**src/rtl/i2c_wiper_target.sv**
```systemverilog
// ---------------------------------------------------------------------------
// i2c_wiper_target
//
// Minimal I2C target that holds one 8-bit "wiper" register.
//   * Write transaction: every data byte loads wiper with min(byte, MAX_VALUE)
//     and pulses wr_strobe for one CLK; every byte is ACKed.
//   * Read transaction: wiper is returned repeatedly while the controller
//     ACKs; a NACK ends the read.
//   * Address mismatch: no ACK, bus ignored until the next START/STOP.
//   * No clock stretching. SDA is only driven low (open-drain).
//
// Ports
//   CLK         system clock
//   rst         synchronous active-high reset
//   scl_in      raw SCL pin level (asynchronous to CLK)
//   sda_in      raw SDA pin level (asynchronous to CLK)
//   sda_enable  1 = pull SDA low, 0 = release
//   wiper       current stored value
//   wr_strobe   one-CLK pulse when wiper is written
//   busy        high from START until STOP or address mismatch
// ---------------------------------------------------------------------------
module i2c_wiper_target #(
    parameter logic [6:0] ADDR        = 7'h2F,
    parameter logic [7:0] RESET_VALUE = 8'd64,
    parameter logic [7:0] MAX_VALUE   = 8'd127
) (
    input  logic       CLK,
    input  logic       rst,
    input  logic       scl_in,
    input  logic       sda_in,
    output logic       sda_enable,
    output logic [7:0] wiper,
    output logic       wr_strobe,
    output logic       busy
);

    typedef enum logic [2:0] {
        S_IDLE,
        S_ADDR,
        S_ADDR_ACK,
        S_WRITE,
        S_WRITE_ACK,
        S_READ,
        S_READ_ACK,
        S_WAIT_STOP
    } state_t;

    // [0],[1] form the synchronizer; [2] is the previous synced value used
    // for edge detection.
    logic [2:0] scl_sync_q, scl_sync_d;
    logic [2:0] sda_sync_q, sda_sync_d;

    state_t     state_q, state_d;
    logic [3:0] bit_cnt_q, bit_cnt_d;
    logic [7:0] shreg_q, shreg_d;
    logic       rw_q, rw_d;
    logic       sda_enable_q, sda_enable_d;
    logic [7:0] wiper_q, wiper_d;
    logic       wr_strobe_q, wr_strobe_d;
    logic       busy_q, busy_d;

    logic       scl_now, scl_prev, sda_now, sda_prev;
    logic       scl_rise, scl_fall, start_det, stop_det;
    logic [7:0] byte_in;
    logic [7:0] clamped;

    assign scl_now   = scl_sync_q[1];
    assign scl_prev  = scl_sync_q[2];
    assign sda_now   = sda_sync_q[1];
    assign sda_prev  = sda_sync_q[2];

    assign scl_rise  = scl_now & ~scl_prev;
    assign scl_fall  = ~scl_now & scl_prev;
    assign start_det = scl_now & sda_prev & ~sda_now;
    assign stop_det  = scl_now & ~sda_prev & sda_now;

    // Byte as it will look once the bit currently on SDA is shifted in.
    assign byte_in   = {shreg_q[6:0], sda_now};
    assign clamped   = (byte_in > MAX_VALUE) ? MAX_VALUE : byte_in;

    always_comb begin
        // NOTE: every signal assigned below gets a default first, so no path
        // leaves it unassigned and no latch is inferred.
        scl_sync_d   = {scl_sync_q[1:0], scl_in};
        sda_sync_d   = {sda_sync_q[1:0], sda_in};
        state_d      = state_q;
        bit_cnt_d    = bit_cnt_q;
        shreg_d      = shreg_q;
        rw_d         = rw_q;
        sda_enable_d = sda_enable_q;
        wiper_d      = wiper_q;
        wr_strobe_d  = 1'b0;
        busy_d       = busy_q;

        // Bus conditions win over any bit handling in the same cycle.
        if (start_det) begin
            state_d      = S_ADDR;
            bit_cnt_d    = 4'd0;
            sda_enable_d = 1'b0;
            busy_d       = 1'b1;
        end else if (stop_det) begin
            state_d      = S_IDLE;
            sda_enable_d = 1'b0;
            busy_d       = 1'b0;
        end else begin
            unique case (state_q)
                S_ADDR: begin
                    if (scl_rise) begin
                        shreg_d   = byte_in;
                        bit_cnt_d = bit_cnt_q + 4'd1;
                        if (bit_cnt_q == 4'd7) begin
                            bit_cnt_d = 4'd0;
                            if (byte_in[7:1] == ADDR) begin
                                rw_d    = byte_in[0];
                                state_d = S_ADDR_ACK;
                            end else begin
                                state_d = S_WAIT_STOP;
                                busy_d  = 1'b0;
                            end
                        end
                    end
                end

                // First SCL fall (end of bit 8) pulls SDA for the ACK, the
                // second (end of bit 9) releases it. A read starts driving
                // bit 7 of the latched wiper on that same second fall.
                S_ADDR_ACK, S_WRITE_ACK: begin
                    if (scl_fall) begin
                        if (!sda_enable_q) begin
                            sda_enable_d = 1'b1;
                        end else begin
                            sda_enable_d = 1'b0;
                            bit_cnt_d    = 4'd0;
                            if (state_q == S_ADDR_ACK && rw_q) begin
                                state_d      = S_READ;
                                shreg_d      = wiper_q;
                                sda_enable_d = ~wiper_q[7];
                            end else begin
                                state_d = S_WRITE;
                            end
                        end
                    end
                end

                S_WRITE: begin
                    if (scl_rise) begin
                        shreg_d   = byte_in;
                        bit_cnt_d = bit_cnt_q + 4'd1;
                        if (bit_cnt_q == 4'd7) begin
                            bit_cnt_d   = 4'd0;
                            wiper_d     = clamped;
                            wr_strobe_d = 1'b1;
                            state_d     = S_WRITE_ACK;
                        end
                    end
                end

                // bit_cnt counts SCL rises; the fall after the 8th rise
                // hands SDA back to the controller for its ACK/NACK.
                S_READ: begin
                    if (scl_rise) begin
                        bit_cnt_d = bit_cnt_q + 4'd1;
                    end else if (scl_fall) begin
                        if (bit_cnt_q == 4'd8) begin
                            sda_enable_d = 1'b0;
                            bit_cnt_d    = 4'd0;
                            state_d      = S_READ_ACK;
                        end else begin
                            shreg_d      = {shreg_q[6:0], 1'b0};
                            sda_enable_d = ~shreg_q[6];
                        end
                    end
                end

                // bit_cnt == 9 marks "controller ACKed, reload on next fall".
                S_READ_ACK: begin
                    if (scl_rise) begin
                        if (sda_now) begin
                            state_d = S_WAIT_STOP;
                        end else begin
                            bit_cnt_d = 4'd9;
                        end
                    end else if (scl_fall && bit_cnt_q == 4'd9) begin
                        state_d      = S_READ;
                        bit_cnt_d    = 4'd0;
                        shreg_d      = wiper_q;
                        sda_enable_d = ~wiper_q[7];
                    end
                end

                default: ; // S_IDLE, S_WAIT_STOP: wait for START/STOP
            endcase
        end
    end

    always_ff @(posedge CLK) begin
        // NOTE: sequential state uses non-blocking assignments only, so every
        // flop samples the pre-edge value of the others.
        if (rst) begin
            scl_sync_q   <= 3'b111;
            sda_sync_q   <= 3'b111;
            state_q      <= S_IDLE;
            bit_cnt_q    <= 4'd0;
            shreg_q      <= 8'd0;
            rw_q         <= 1'b0;
            sda_enable_q <= 1'b0;
            wiper_q      <= RESET_VALUE;
            wr_strobe_q  <= 1'b0;
            busy_q       <= 1'b0;
        end else begin
            scl_sync_q   <= scl_sync_d;
            sda_sync_q   <= sda_sync_d;
            state_q      <= state_d;
            bit_cnt_q    <= bit_cnt_d;
            shreg_q      <= shreg_d;
            rw_q         <= rw_d;
            sda_enable_q <= sda_enable_d;
            wiper_q      <= wiper_d;
            wr_strobe_q  <= wr_strobe_d;
            busy_q       <= busy_d;
        end
    end

    assign sda_enable = sda_enable_q;
    assign wiper      = wiper_q;
    assign wr_strobe  = wr_strobe_q;
    assign busy       = busy_q;

endmodule

```
**config.mk**
```make
export PLATFORM = sky130hd
export DESIGN_NAME = i2c_wiper_target
export DESIGN_NICKNAME = d
export VERILOG_FILES = /design/src/rtl/i2c_wiper_target.sv
export SDC_FILE = /design/constraint.sdc
export NUM_CORES = 1
export LEC_CHECK = 0
export ABC_AREA = 1
export CAP_MARGIN = 25
export CORE_UTILIZATION = 55
export CTS_CLUSTER_DIAMETER = 30
export DETAILED_ROUTE_END_ITERATION = 8
export PLACE_DENSITY = 0.76
export SLEW_MARGIN = 20
export SYNTH_ARGS = -nofsm -noshare
export SYNTH_HDL_FRONTEND = slang
export SYNTH_SLANG_ARGS = --single-unit
export TNS_END_PERCENT = 100
```
**constraint.sdc**
```tcl
create_clock -name CLK -period 1.9 [get_ports CLK]
set_input_delay 0.38 -clock CLK [delete_from_list [all_inputs] [get_ports CLK]]
set_output_delay 0.38 -clock CLK [all_outputs]
set_load 0.05 [all_outputs]
```
Word-level counts from Yosys, hierarchy flattened

Index checks and enable logic that the tools add are counted.

$add $sub $neg: 1
Magnitude comparators: 1
Eq/ne operators: 41
Multiplexer cells: 55
Bitwise operators: 16
Reduce and logical (&&, ||, !) cells: 22

Operators with widths:

| operator           | number |
|---|---|
| $mux 7             | 9 |
| $mux 3             | 14 |
| $mux 4             | 10 |
| $ne 4x4->1 const B | 9 |
| $reduce_and 12->1  | 3 |
| $pmux 7 s4         | 1 |
| $ne 2x2->1 const B | 13 |
| $ne 3x3->1 const B | 6 |
| $mux 1             | 17 |
| $pmux 4 s4         | 1 |
| $pmux 3 s5         | 1 |
| $reduce_and 6->1   | 2 |
| $reduce_bool 3->1  | 4 |
| $ne 5x5->1 const B | 2 |
| $not 1->1          | 10 |
| $eq 3x3->1 const B | 3 |
| $reduce_and 9->1   | 1 |
| $eq 4x4->1 const B | 2 |
| $gt 8x7->1 const B | 1 |
| $mux 8             | 1 |
| $eq 7x6->1 const B | 1 |
| $reduce_bool 7->1  | 1 |
| $and 1x1->1        | 6 |
| $eq 3x2->1 const B | 2 |
| 13 further kinds   | 16 |

Register bits after elaboration: 32
Input bits: 4
Output and inout port bits: 11
Logic and storage cells: 147

Longest topological paths before layout

Gate-level depths: netlist of the first run.

Depth in word-level cells: 8
Mapped depth: 13
Mapped depth without buffers: 13

Worst setup path before layout of the first run

OpenSTA, ideal clock, no wires.

Path type: register to register
Start: register sda_enable_q (netlist: sda_enable)
End: register shreg_q[1]
Setup time: 0.113 ns
Data arrival time: 1.443 ns
Required time: 1.787 ns
Setup slack: 0.344 ns
Stages on the path, launching flop included: 9
Path buffers: 1
Period minus slack after synthesis: 1.556 ns
Cell sequence: dfxtp_1 inv_1 nand4_1 nand2_1 nor2_1 nand3_2 buf_6 nor2_1 nor2_1

Cells in the longest elaborated chain, start to end: 2

RTL lines:

| item                               | RTL line | RTL |
|---|---|---|
| start, declared                    | 57       | `logic sda_enable_q, sda_enable_d;` |
| start signal, assigned             | 217      | `sda_enable_q <= sda_enable_d;` |
| $ne 2x2->1 (no source line)        | -        |  |
| $reduce_and 12->1 (no source line) | -        |  |
| end signal, assigned               | 215      | `shreg_q <= shreg_d;` |
| end, declared                      | 55       | `logic [7:0] shreg_q, shreg_d;` |

No other way between the ends.
A chain may end at the register's enable or synchronous reset.

Worst setup path in the final report of the first run

Start: register wr_strobe_q (netlist: wr_strobe)
End: output port wr_strobe

RTL lines:

| item                   | RTL line | RTL |
|---|---|---|
| start, declared        | 59       | `logic wr_strobe_q, wr_strobe_d;` |
| start signal, assigned | 219      | `wr_strobe_q <= wr_strobe_d;` |
| end, declared          | 33       | `output logic wr_strobe,` |

No word-level cell between the ends.

==> results of run 1 <==
## per-layer routing
layer	track usage, %	wire length, um	part of all wire, %	vias to the layer above
li1	-	-	-	947
met1	32.8	1960	46	821
met2	46.2	2040	48	41
met3	5.46	191	4.5	7
met4	9.63	51	1.2	0
met5	0	0	0	-
## how the worst min path moves through the flow
| stage | from | endpoint | depth (start not counted) |
|---|---|---|---|
| 2_1_floorplan | scl_sync_q[0] | scl_sync_q[1] | 1 |
| 3_3_place_gp | sda_sync_q[0] | sda_sync_q[1] | 1 |
| 3_5_place_dp | scl_sync_q[0] | scl_sync_q[1] | 1 |
| 4_1_cts | scl_sync_q[0] | scl_sync_q[1] | 1 |
| 5_1_grt | sda_sync_q[0] | sda_sync_q[1] | 1 |
| 6_report | scl_sync_q[0] | scl_sync_q[1] | 1 |
## power by group through the flow
stage	registers (mW)	clock network (mW)	logic [mW]
5_1_grt	0.902	0.553	1.78
2_1_floorplan	0.884	0	1.24
3_3_place_gp	0.894	0	1.45
3_5_place_dp	0.898	0	1.47
4_1_cts	0.882	0.527	1.47
6_report	0.891	0.526	1.54
## cell usage after synthesis (2+ instances only)
cell / number / area share (%)
a21oi_1: 12 / 3.3
a31oi_1: 2 / 0.69
buf_6: 2 / 1.2
clkbuf_1: 4 / 0.82
dfxtp_1: 32 / 35
ha_1: 5 / 3.4
inv_1: 32 / 6.6
inv_2: 4 / 0.82
nand2_1: 86 / 18
nand2_2: 2 / 0.69
nand3_1: 22 / 6.0
nand3_2: 3 / 1.6
nand4_1: 7 / 2.4
nor2_1: 40 / 8.2
nor2_2: 2 / 0.69
nor3_1: 3 / 0.82
o21ai_0: 14 / 3.8
o21ai_1: 2 / 0.55
or2_2: 4 / 1.4
## cell usage in the layout (no fill, tap or decap), types with 2 or more instances in the layout
cell             netlist  final
dlymetal6s2s_1         0      2
nor3_1                 3      3
nand4_1                7      7
ha_1                   5      4
buf_4                  0      6
dfxtp_2                0      3
inv_2                  4      5
dfxtp_1               32     29
nor2_1                40     39
clkbuf_4               0      5
nor2_2                 2      3
nand2_1               86     86
nand3_1               22     22
o21ai_0               14     14
o21ai_1                2      2
or2_2                  4      4
a21oi_1               12     12
a31oi_1                2      2
inv_1                 32     31
clkdlybuf4s50_1        0      4
nand3_2                3      2
nand2_2                2      2
dlygate4sd2_1          0      5
## logic make-up (layout without fill, tap and decap cells)
group                      count (synthesis)  count (layout)  share of synthesized area (%)
adders and majority gates                  5               5                           3.43
buffers and inverters                     44              62                           9.96
AOI/OAI and AO/OA                         34              34                           10.0
xor gates and xnor gates                   1               1                          0.481
and+or+nand+nor                          172             172                           40.9
DFF                                       32              32                           35.2
## final cells by class
| cell class | count | area [um2] |
|---|---|---|
| Fill cell | 339 | 1020 |
| Multi-Input combinational cell | 212 | 1010 |
| Sequential cell | 32 | 644 |
| Timing Repair Buffer | 17 | 154 |
| Inverter | 37 | 139 |
| Tap cell | 44 | 55.1 |
| Clock inverter | 3 | 42.5 |
| Clock buffer | 5 | 37.5 |
## per-stage QoR
stage,area [um2],power (mW)
2_1_floorplan,1820,2.12
3_3_place_gp,1990,2.35
3_5_place_dp,1990,2.37
4_1_cts,2060,2.88
5_1_grt,2080,3.23
6_report,2080,2.96
## flip-flops by register name, indices dropped and copies added (netlist names), 3 cells and up
signal,flops
scl_sync_q,3
shreg_q,7
sda_sync_q,3
bit_cnt_q,4
wiper,8
state_q,3
==> summary.txt, run 1 <==
Logic synthesis
  – Number of synthesized flops with an enable pin: 0
  – YS warnings: 0
  – Synth Flop Type: dfxtp_1
  – Synthesized area per cell: roughly 6.3 um2
  – Post-synthesis register bit count: 32
  – Sequential area share after synthesis: between 30% and 40%
  – Yosys cell types: 29
  – Syn nets: 297
  – Mapped Area: about 1800 um2
  – Gate Count Post-Synth: ~290
  – Async SR Flop Fraction: 0%

Layout
  – Fin cells: between 300 and 400
  – Final Util: around two thirds
  – Layout cells sized above 1: approximately an eighth
  – Syn-to-layout area delta: 14.4%
  – Final nets: ~310
  – Diodes inserted: 0

STA
  – Headroom to the max-slew limit: around two thirds
  – Hold Fails Final Rpt: 0
  – Final Critical Period: 1.83 ns
  – Worst slew pin tran: 0.501 ns
  – Final Cycle Share: a little over nine tenths
  – Fin Setup TNS: 0 ns
  – Final setup violating endpoints: 0
  – WHS: 0.433 ns
  – Final Max Tran Viols: 0
  – F_max: 547 MHz
  – Clock Skews: just under 0.008 ns
  – RSZ-0062 raised after global routing: false
  – Final worst setup slack: between 0.07 and 0.08 ns

Critical path
  – WS Path Type: reg2out
  – R2R Setup Slk: between 0.15 and 0.2 ns
  – Crit path to: wr_strobe
  – CP max stage delay: about 0.79 ns
  – Critical Path RT: about 1.5 ns
  – Buffer and inverter count on the worst path: 1
  – Top delay family on crit path: buffers and inverters
  – RR Endpoint: state_q[2]
  – FF-to-FF Start: scl_sync_q[1]
  – Crit path cell chain: clkdlybuf4s50_1
  – Cell count along the critical path: 1
  – Cells on worst reg2reg path: 11
  – Slowest CP cell: clkdlybuf4s50_1
  – WP data arrival: between 1 and 1.5 ns
  – Worst setup path startpoint: wr_strobe
  – Startpoint Class: flip-flop
  – Crit-path max FO: 1
  – Worst Setup End Kind: output pin

Pwr
  – Internal: 1.54 mW
  – Worst VDD drop: ~620 uV
  – Clk network pwr share: 17.8%
  – Power Dens Cells: 1420 nW/um2
  – LEAKAGE: between 1 and 1.5 nW
  – Share of power burned in registers: between 30% and 40%
  – Combinational power share: a little over half
  – Switching fraction of total power: 48.0%
  – Switching pwr: 1.42 mW

Detailed routing
  – ANT nets after route: 0
  – DR iter-0 viols: between 90 and 100
  – Vias per Instance: roughly 5.2
  – WL/cell: 12.1 um
  – Post-route DRC: 0
  – Routed via count: approximately 1800
  – WL final: 4250 um
  – 1st-pass router iterations: 4

Placement
  – DP Wirelength: ~3300 um
  – Cell count after placement: approximately 340
  – IO buf count: 14
  – Dpl ws: between 0.1 and 0.15 ns
  – RePlAce Congestion: 0.927

CTS
  – CTS Buf Count: 5
  – Post-cts repair resize count: 5
  – Post-CTS Hold Fix Bufs: 0
  – # Post-CTS Setup Buffers: 0
  – CTS Sinks: 32
  – CTS tree: built
  – Latest clock arrival within the worst-skew pair: ~0.34 ns
  – Root buf cell: clkbuf_4
  – CTS Buffer Depth: 2
  – Reg clk slew, reported paths: ~0.11 ns
  – H-tree level count: 2

Floorplanning
  – Die width: roughly 60 um
  – Io pins: 15
  – Rows: 20
  – Area of the core: roughly 3100 um2
  – Initial Util: around three fifths
  – Full die area: about 3500 um2
  – Vert. Die Dim: between 50 and 60 um

Global route
  – Initial antenna violation count: 0
  – Grt ovf: 0
  – Largest net degree at the start of global routing: 14
  – First-pass GRT wire length: roughly 7000 um
  – GRT Util Overall: between 20% and 30%
  – Vias in the first global route: roughly 1600

Flow run
  – Max_cap viols: 0

Min path
  – Worst min path class: reg2reg

Status
  – Outcome: complete, no violations
Note: power is estimated with default switching activity, not from simulation.
==> run 2: changes to the inputs <==
--- a/config.mk
+++ b/config.mk
@@ -10,7 +10,8 @@
 export CORE_UTILIZATION = 55
 export CTS_CLUSTER_DIAMETER = 30
 export DETAILED_ROUTE_END_ITERATION = 8
-export PLACE_DENSITY = 0.76
+export DONT_BUFFER_PORTS = 1
+export PLACE_DENSITY = 0.7
 export SLEW_MARGIN = 20
 export SYNTH_ARGS = -nofsm -noshare
 export SYNTH_HDL_FRONTEND = slang
==> summary.txt, run 2 (synthesis gave the netlist of run 1 again) <==
Placement
  – IO buf count: 0 (-14)
  – Area of placed instances: 1860 um2 (-6.3%)
  – RePlAce Congestion: 0.934 (+0.73%)
  – DP Wirelength: 3150 um (-3.4%)
  – Dpl ws: 0.0346 ns (-0.0906 ns)

Layout
  – Final instance area: 1940 um2 (-6.8%)
  – Largest register FFs: 8 (unchanged)
  – Most common cell after layout, fill and taps aside: nand2_1
  – Syn-to-layout area delta: 6.59%
  – Commonest cells after routing, fill and taps aside: nand2_1, nor2_1, inv_1, dfxtp_1, nand3_1
  – Layout cells sized above 1: 10.6% (-1.2 points)
  – Diodes inserted: 0 (unchanged)
  – Final nets: 301 (-4.1%)

STA
  – Final Max Tran Viols: 0 (unchanged)
  – Final setup violating endpoints: 0 (unchanged)
  – Headroom to the max-slew limit: 63.2% (-3.4 points)
  – RSZ-0062 raised after global routing: false
  – Fin Setup TNS: 0 ns (unchanged)
  – Clock Skews: 0.0140 ns (+0.00616 ns)
  – Final Critical Period: 1.69 ns (-0.140 ns)
  – F_max: 592 MHz (+8.3%)
  – Final worst setup slack: 0.210 ns (+0.140 ns)
  – Hold Fails Final Rpt: 0 (unchanged)
  – Final Cycle Share: 88.9% (-7.4 points)
  – Worst slew pin tran: 0.552 ns (+0.0513 ns)
  – WHS: 0.103 ns (-0.330 ns)

CTS
  – Latest clock arrival within the worst-skew pair: 0.33 ns (about the same)
  – # Post-CTS Setup Buffers: 0 (unchanged)
  – H-tree level count: 2 (unchanged)
  – CTS Buf Count: 5 (unchanged)
  – CTS Sinks: 32 (unchanged)
  – Root buf cell: clkbuf_4
  – Reg clk slew, reported paths: 0.10 ns (about the same)
  – CTS Buffer Depth: 2 (unchanged)
  – CTS tree: built

Detailed routing
  – 1st-pass router iterations: 4 (unchanged)
  – ANT nets after route: 0 (unchanged)
  – Post-route DRC: 0 (unchanged)
  – Routed via count: 1747 (-3.8%)
  – DR iter-0 viols: 105 (+11%)
  – WL/cell: 12.4 um (+2.3%)
  – WL final: 4190 um (-1.5%)
  – Vias per Instance: 5.18 (about the same)

Pwr
  – LEAKAGE: 0.956 nW (-11%)
  – Power Total: 2.81 mW (-5.0%)
  – Worst VDD drop: 583 uV (-5.8%)
  – Power Dens Cells: 1450 nW/um2 (+2.0%)

Critical path
  – Startpoint Class: flip-flop
  – Cells on worst reg2reg path: 9 (-2)
  – Worst setup path startpoint: bit_cnt_q[0]
  – WS Path Type: reg2reg
  – Crit-path max FO: 8 (+7)
  – Worst Setup End Kind: flip-flop
  – Critical Path RT: 2.17 ns (+0.65 ns)
  – FF-to-FF Start: bit_cnt_q[0]
  – WP data arrival: 1.96 ns (+0.51 ns)

Min path
  – Worst hold path cell count: 1 (unchanged)
  – Worst Hold Launch: rst
  – Worst min path class: in2reg

Flow run
  – Max_cap viols: 0 (unchanged)

Status
  – Outcome: complete, no violations

Floorplanning
  – Vert. Die Dim: 59.6 um (unchanged)
  – Full die area: 3550 um2 (unchanged)
  – Die width: 59.6 um (unchanged)
  – Rows: 20 (unchanged)
  – Io pins: 15 (unchanged)
  – Area of the core: 3100 um2 (unchanged)
  – Initial Util: 58.7% (unchanged)

Global route
  – GRT Util Overall: 25.7% (-1.1 points)
  – Largest net degree at the start of global routing: 18 (+4)
  – First-pass GRT wire length: 6820 um (-3.0%)
  – Initial antenna violation count: 0 (unchanged)
  – Grt ovf: 0 (unchanged)
  – Vias in the first global route: 1581 (-2.0%)
## run 2: cell count changes in the layout (fill, tap and decap cells not counted), moves of 2 or more
cell	delta
dlygate4sd2_1	-5
buf_4	-2
clkdlybuf4s50_1	-4
dlymetal6s2s_1	-2
clkbuf_1	+2
## run 2: final timing paths
path	end	slack, ns
worst min register to register	sda_sync_q[1]	0.42
worst max-delay path	wiper[3]	0.21
worst min-delay path	wiper[5]	0.10
worst max register to register	wiper[3]	0.21
## run 2: power breakdown
part / switching, mW / internal (mW) / leakage (nW) / total, mW
combinational: 1.03 / 0.474 / 0.661 / 1.51
sequential: 0.119 / 0.769 / 0.262 / 0.889
clock: 0.232 / 0.183 / 0.0326 / 0.414
## run 2: cell type report
class,count,area (um2)
Fill cell,336,1160
Multi-Input combinational cell,212,1010
Sequential cell,32,643
Tap cell,44,55.1
Inverter,37,143
Clock buffer,8,58.8
Timing Repair Buffer,4,30.0
## run 2: layer usage
layer | vias up | global-route usage, % | part of all wire [%]
met5 | - | 0 | 0
met4 | 0 | 11.0 | 2.4
met3 | 12 | 4.15 | 5.4
met2 | 51 | 41.6 | 47
met1 | 770 | 33.7 | 45
li1 | 914 | - | -
## run 2: metrics by stage
stage | cells | utilization (%)
after floorplan | 288 | -
after global placement | 329 | 60.1
after detailed placement | 329 | 60.1
after CTS | 337 | 62.0
after global routing | 337 | 62.6
final | 337 | 62.6
## run 2: critical path, stage by stage (launching register included)
cell	delay, ns
dfxtp_2	0.39
ha_1	0.19
nand3_1	0.16
inv_1	0.09
nand2_1	0.08
nor2_2	0.14
nand2_2	0.16
clkinvlp_4	0.19
o21ai_0	0.11
a21oi_1	0.13
## run 2: what timing repair did
item                                    CTS  global route
hold buffers                              0             0
gates resized for setup                   0             6
endpoints found under the setup margin    0            18
